File: config.mk
export PLATFORM = sky130hd
export DESIGN_NAME = instr_arbiter
export DESIGN_NICKNAME = d
export VERILOG_FILES = /design/src/rtl/instr_arbiter.sv
export SDC_FILE = /design/constraint.sdc
export NUM_CORES = 1
export LEC_CHECK = 0
export CORE_MARGIN = 1
export CORE_UTILIZATION = 41
export CTS_CLUSTER_DIAMETER = 150
export DETAILED_ROUTE_END_ITERATION = 6
export PLACE_DENSITY = 0.95
export SYNTH_ARGS = -nofsm -noshare
export SYNTH_HDL_FRONTEND = slang
export SYNTH_SLANG_ARGS = --single-unit
File: constraint.sdc
create_clock -name clk -period 5.6 [get_ports clk]
set_input_delay 1.68 -clock clk [delete_from_list [all_inputs] [get_ports clk]]
set_output_delay 1.68 -clock clk [all_outputs]
set_load 0.03 [all_outputs]
File: src/rtl/instr_arbiter.sv
// instr_arbiter: round-robin arbiter handing one processor to four command requesters
// Ports:
//   clk, rst_n                 clock, asynchronous active-low reset
//   req[3:0]                   per-requester request, held until ack
//   instr_in, reg{1,2,3}_in,   packed per-requester command fields (requester i in slice i)
//   const_in
//   grant[3:0], ack[3:0]       one-hot owner, one-cycle completion pulse
//   busy                       command loaded or running
//   p_instr..p_const, p_done   command bus to the processor and its done flag
//   timeout_err                sticky watchdog error
module instr_arbiter (
    input  logic        clk,
    input  logic        rst_n,
    input  logic [3:0]  req,
    input  logic [11:0] instr_in,
    input  logic [19:0] reg1_in,
    input  logic [19:0] reg2_in,
    input  logic [19:0] reg3_in,
    input  logic [63:0] const_in,
    output logic [3:0]  grant,
    output logic [3:0]  ack,
    output logic        busy,
    output logic [2:0]  p_instr,
    output logic [4:0]  p_reg1,
    output logic [4:0]  p_reg2,
    output logic [4:0]  p_reg3,
    output logic [15:0] p_const,
    input  logic        p_done,
    output logic        timeout_err
);
    typedef enum logic [1:0] {IDLE, LOAD, RUN, ACK} state_t;
    localparam logic [2:0] NOP = 3'b001;

    state_t      r_state, w_next;
    logic [1:0]  r_ptr, r_owner, w_win;
    logic [4:0]  r_wd;
    logic [2:0]  r_instr;
    logic [4:0]  r_reg1, r_reg2, r_reg3;
    logic [15:0] r_const;
    logic        r_timeout;
    logic        w_to, w_drive, w_done;

    // Descending scan so the requester closest above ptr wins.
    always_comb begin
        w_win = r_ptr;
        for (int k = 3; k >= 0; k--)
            if (req[r_ptr + 2'(k)]) w_win = r_ptr + 2'(k);
    end

    assign w_to = (r_state == LOAD || r_state == RUN) && r_wd == 5'd31;

    always_ff @(posedge clk or negedge rst_n)
        if (!rst_n) r_state <= IDLE;
        else r_state <= w_next;

    always_comb begin
        w_next = r_state;
        unique case (r_state)
            IDLE:    w_next = |req ? LOAD : IDLE;
            LOAD:    w_next = w_to ? IDLE : p_done ? RUN : LOAD;
            RUN:     w_next = w_to ? IDLE : p_done ? ACK : RUN;
            default: w_next = IDLE;
        endcase
    end

    // Done in RUN means the command finished; show NOP so it is not relaunched.
    assign w_drive     = r_state == LOAD || (r_state == RUN && !p_done);
    assign w_done      = r_state == ACK || w_to;
    assign grant       = r_state != IDLE ? 4'b0001 << r_owner : 4'b0000;
    assign ack         = w_done ? grant : 4'b0000;
    assign busy        = r_state == LOAD || r_state == RUN;
    assign timeout_err = r_timeout;
    assign p_instr     = w_drive ? r_instr : NOP;
    assign p_reg1      = w_drive ? r_reg1 : 5'd0;
    assign p_reg2      = w_drive ? r_reg2 : 5'd0;
    assign p_reg3      = w_drive ? r_reg3 : 5'd0;
    assign p_const     = w_drive ? r_const : 16'd0;

    always_ff @(posedge clk or negedge rst_n) begin
        if (!rst_n) begin
            r_ptr     <= 2'd0;
            r_owner   <= 2'd0;
            r_wd      <= 5'd0;
            r_timeout <= 1'b0;
            r_instr   <= NOP;
            r_reg1    <= 5'd0;
            r_reg2    <= 5'd0;
            r_reg3    <= 5'd0;
            r_const   <= 16'd0;
        end else begin
            if (r_state == IDLE && |req) begin
                r_owner <= w_win;
                r_instr <= instr_in[3*w_win +: 3];
                r_reg1  <= reg1_in[5*w_win +: 5];
                r_reg2  <= reg2_in[5*w_win +: 5];
                r_reg3  <= reg3_in[5*w_win +: 5];
                r_const <= const_in[16*w_win +: 16];
                r_wd    <= 5'd0;
            end
            if (busy) r_wd <= r_wd + 5'd1;
            if (w_done) begin
                r_ptr   <= r_owner + 2'd1;
                r_instr <= NOP;
                r_reg1  <= 5'd0;
                r_reg2  <= 5'd0;
                r_reg3  <= 5'd0;
                r_const <= 16'd0;
            end
            if (w_to) r_timeout <= 1'b1;
        end
    end
endmodule

==> results of run 1 <==
## worst max-delay path: stages
cell             delay, ns
clkdlybuf4s50_1       0.51
inv_1                 0.09
a21oi_4               0.14
buf_4                 0.26
nor2b_1               0.09
clkdlybuf4s50_1       0.61
## cells by family after synthesis
group                      Yosys count  synth area share
xor gates and xnor gates             1           0.00281
DFF                                 46             0.370
buffers and inverters               29            0.0542
adders and majority gates           10            0.0401
muxes                               70             0.226
AOI/OAI and AO/OA                   56             0.139
and+or+nand+nor                    103             0.168
## per-stage QoR
step	area, µm²	util	setup slack [ns]
after floorplan	3120	-	1.35
after detailed placement	5030	0.689	0.516
after global routing	5120	0.702	0.449
final	5120	0.702	0.512
after global placement	5030	0.689	0.539
after CTS	5120	0.702	0.512
## registers in the layout (all words and copies together) (netlist names), 3 cells and up
register,flops
r_reg1,5
r_wd,5
r_reg3,5
r_reg2,5
r_instr,3
r_const,16
## placed cells by master (no fill, tap or decap), types with 2 or more instances in the layout
cell type        instances
nand2_1                 45
o221ai_1                33
dfrtp_1                 45
clkbuf_8                 6
o31ai_1                  3
clkdlybuf4s50_1        184
or3_1                    2
o21ai_0                  8
nand3_1                  2
buf_4                    6
mux2i_1                 67
nor2b_1                 41
ha_1                    10
mux2_2                   3
inv_1                    6
nor2_1                   3
a21o_1                   2
and2_1                   4
a21oi_1                  4
## area by class of cell
cell class	instances	share of cell area
well taps	99	0.0242
repair buffers	192	0.374
inverters	6	0.00440
flip-flops and latches	46	0.225
clock inverters	1	0.000978
clock buffers	7	0.0169
multi-input cells	240	0.355
## metal layers
layer,global-route usage,up-vias
li1,-,1489
met1,0.289,1499
met2,0.446,137
met3,0.0342,16
met4,0.0866,0
met5,0,-
## power by group through the flow
stage          clock [mW]  combinational (mW)  sequential [mW]
6_report            0.203                1.51            0.573
5_1_grt             0.225                1.64            0.589
4_1_cts             0.213                1.52            0.571
3_5_place_dp            0                1.52            0.573
3_3_place_gp            0                1.46            0.573
2_1_floorplan           0                1.03            0.543
## path summary, 6_finish.rpt
check / cells past startpoint / from / end
max in group asynchronous: 1 / rst_n / r_const[3]
worst min-delay path: 1 / timeout_err / timeout_err
worst min register to register: 1 / timeout_err / timeout_err
min in group asynchronous: 1 / rst_n / r_reg2[1]
worst max-delay path: 6 / p_done / p_reg2[4]
worst max register to register: 7 / r_wd[0] / r_instr[0]
==> run metrics, run 1 <==
Pleak=2.22 nW; CP Launch Type=input port; register-to-register setup slack=2.89 ns; Core ar.=7290 µm²; Comb pwr share=0.660; Area contributors post-synth=dfrtp_1, mux2i_1, o221ai_1; Warnings, synthesis=0; antenna cells=0; Hold WS=0.463 ns; sequential area share after synthesis=0.370; Crit Path Category=input port to output port; Hold Crit Class=register to register; Die X=89.2 µm; Ports=187; Finished Layout Cells=591; Pint=1.25 mW; worst skew pair latency=0.28 ns; Metal-1 WL=3690 µm; cts hold-fix bufs=0; setup TNS=0 ns; Required @ worst endpoint=3.92 ns; largest net degree at the start of global routing=47; share of layout cells above drive strength 1=0.0488; run status=completed; postcts setup bufs=0; final setup violation count=0; number of global-route vias before repair=3,213; worst vdd ir=0.190 mV; vias per cell=5.31; Pwr Total=2.28 mW; Synth top area share=0.361; DRC viols=0; Final nets=644; Buffers on Ports=186; Unique masters post-synth=33; CTS max path bufs=2; TritonRoute pass-1 iters=6; CTS tree=done; total number of vias=3,141; part of the power in the clock network=0.089; clk sinks=46; slew margin rel.=0.299; Post-synth EDFFs=0; Final Critical Period=5.09 ns; Commonest cells post-synth=mux2i_1, dfrtp_1, nand2_1, nor2b_1, o221ai_1; first-pass GRT wire length=14,800 µm; Filler cells=541; total CTS buffers=5; global route overflow=0; clock-pin slew on the worst setup and hold paths=0.08 ns; top routing layer in use=met4; top cell type by total area after synthesis=dfrtp_1; Most used DFF post-synth=dfrtp_1; unrepaired setup endpoints after global routing=false; Syn-to-layout area delta=64.2%; f_max=197 MHz; Tcrit/Tclk final=0.908; 1st-iter DRT viols=92; Initial Util=0.428; Root Driver=clkbuf_8; initial antenna violation count=0; Die Area=7960 µm²; met2 routed wirelength=5230 µm; Slew Limit Fails=0; top-count cell post-synth=mux2i_1; Synth async-reset ratio=1.00; Antenna Violating Nets Remaining=0; Seq pwr share=0.251; Post-Syn Instances=315; Pwr per Cell Area=446 nW/µm²; syn_area_per_cell=9.90 µm²; kind of end point of the critical path=output port; gr usage total=0.243; dpl hpwl=7540 µm; reported net switching power=1.03 mW; Reg area=1150 µm²; Crit Path Max Fanout=20; final hold vios=0; Worst-Margin Slew=1.05 ns; Max-cap violations=0; WP data arrival=3.41 ns; Inst Count DP=583; switching share of power=0.451; Synth Cell Area=3120 µm²; Placer Congestion=0.737; row count=31; area of the multi-input gates=1820 µm²; Worst Skew=0.00553 ns; post-synthesis register bit count=46; die height=89.2 µm; Wirelength per Cell=16.3 µm; number of H-tree levels=2; final wirelength=9650 µm; met3 routed wirelength=526 µm; CTS resizes=0; Syn Nets=468
Note: power is estimated with default switching activity, not from simulation.
==> run 2: changes to the inputs <==
- CORE_UTILIZATION: 41 -> 25
- GPL_ROUTABILITY_DRIVEN: unset -> 0
- PLACE_DENSITY: 0.95 -> 0.68
==> run metrics, run 2 (synthesized netlist as in run 1, its figures left out) <==
final hold vios=0; number of global-route vias before repair=3,093; 1st-iter DRT viols=103; clock-pin slew on the worst setup and hold paths=0.07 ns; die height=114 µm; Pwr Total=2.43 mW; WP data arrival=3.53 ns; CTS resizes=0; Required @ worst endpoint=3.92 ns; Hold Crit Class=register to register; share of layout cells above drive strength 1=0.0545; vias per cell=4.64; Crit Path Max Fanout=25; worst vdd ir=0.175 mV; first-pass GRT wire length=15,100 µm; max reg flops=16; clk sinks=46; Antenna Violating Nets Remaining=0; Pleak=2.27 nW; unrepaired setup endpoints after global routing=false; Max-cap violations=0; Crit Path Category=input port to output port; Worst-Margin Slew=1.06 ns; postcts setup bufs=0; Wirelength per Cell=14.7 µm; cts hold-fix bufs=0; Ports=187; Seq pwr share=0.235; Reg2Reg Capture Point=r_const[4]; Die X=114 µm; Final Critical Period=5.21 ns; antenna cells=0; Buffers on Ports=186; CTS tree=done; Worst Skew=0.00394 ns; Hold WS=0.457 ns; Syn-to-layout area delta=70.1%; worst skew pair latency=0.28 ns; run status=completed; Slew Limit Fails=0; most frequent cells in the layout=clkdlybuf4s50_1, mux2i_1, nand2_1, dfrtp_1, nor2b_1; final wirelength=9740 µm; dpl hpwl=7530 µm; Final nets=647; origin of the worst setup path=p_done; crit-path max cell delay=0.59 ns; Die Area=12,900 µm²; critical path capture point=p_const[9]; largest net degree at the start of global routing=47; gr usage total=0.147; Most flops, register=r_const; Root Driver=clkbuf_16; slowest CP cell=clkdlybuf4s50_1; Initial Util=0.259; final setup violation count=0; Pwr per Cell Area=458 nW/µm²; f_max=192 MHz; Tcrit/Tclk final=0.930; most used cell, CP=clkdlybuf4s50_1; reported net switching power=1.06 mW; total number of vias=3,076; global route overflow=0; TritonRoute pass-1 iters=4; slew margin rel.=0.291; CP Launch Type=input port; initial antenna violation count=0; row count=40; commonest non-fill, non-tap cell in the layout=clkdlybuf4s50_1; register-to-register setup slack=2.85 ns; Pint=1.37 mW; worst reg2reg path startpoint=r_wd[0]; Comb pwr share=0.630; part of the power in the clock network=0.135; Critical Path, Cell by Cell=clkdlybuf4s50_1, inv_1, a21oi_4, buf_12, nor2b_1, clkdlybuf4s50_1; DRC viols=0; FF-to-FF path depth=7; CTS max path bufs=2; kind of end point of the critical path=output port; setup TNS=0 ns; Core ar.=12,100 µm²; total CTS buffers=5; number of H-tree levels=2; switching share of power=0.435
[run 2: area by class of cell]
| type | count | area, µm² |
|---|---|---|
| fillers | 1158 | 6760 |
| clock buffers | 8 | 166 |
| flip-flops and latches | 46 | 1150 |
| repair buffers | 195 | 1940 |
| well taps | 168 | 210 |
| inverters | 6 | 22.5 |
| multi-input cells | 240 | 1820 |
[run 2: routing by layer]
layer  track usage  wire length [µm]  share of wire  up-vias
li1              -                 -              -     1497
met1         0.175              4060           0.42     1442
met2         0.265              4930           0.51      128
met3        0.0329               624          0.064        9
met4        0.0377               128          0.013        0
met5             0                 0              0        -
[run 2: how the worst min path moves through the flow]
stage	depth (start not counted)	endpoint	start	slack, ns
after floorplan	2	r_const[0]	r_const[0]	0.45
after global placement	1	timeout_err	timeout_err	0.45
after detailed placement	1	timeout_err	timeout_err	0.45
after CTS	1	timeout_err	timeout_err	0.46
after global routing	1	timeout_err	timeout_err	0.48
final	1	timeout_err	timeout_err	0.46
[run 2: worst max-delay path: cells and delay by family]
family,cells,cell delay [ns]
AO/OA/AOI/OAI,1,0.34
AND/OR/NAND/NOR,1,0.07
buffers and inverters,4,1.43
[run 2: power by group through the flow]
stage / logic, mW / clock network, mW / registers [mW]
after detailed placement: 1.56 / 0 / 0.573
after global routing: 1.65 / 0.352 / 0.589
final: 1.53 / 0.329 / 0.571
after CTS: 1.56 / 0.339 / 0.571
after global placement: 1.51 / 0 / 0.576
after floorplan: 1.03 / 0 / 0.543
[run 2: per-stage QoR]
stage / setup slack [ns] / cell area, µm² / instances / utilization
global placement: 0.387 / 5140 / 655 / 0.426
floorplan: 1.35 / 3120 / 315 / -
finish: 0.391 / 5310 / 663 / 0.440
global route: 0.273 / 5310 / 663 / 0.440
CTS: 0.363 / 5310 / 663 / 0.440
detailed placement: 0.371 / 5140 / 655 / 0.426
==> run 3: changes to the inputs <==
- CORE_UTILIZATION: 25 -> 41
- PLACE_DENSITY: 0.68 -> 0.95
==> results of run 3 <==
No change in the layout: final DEF, timing and power equal those of run 1.
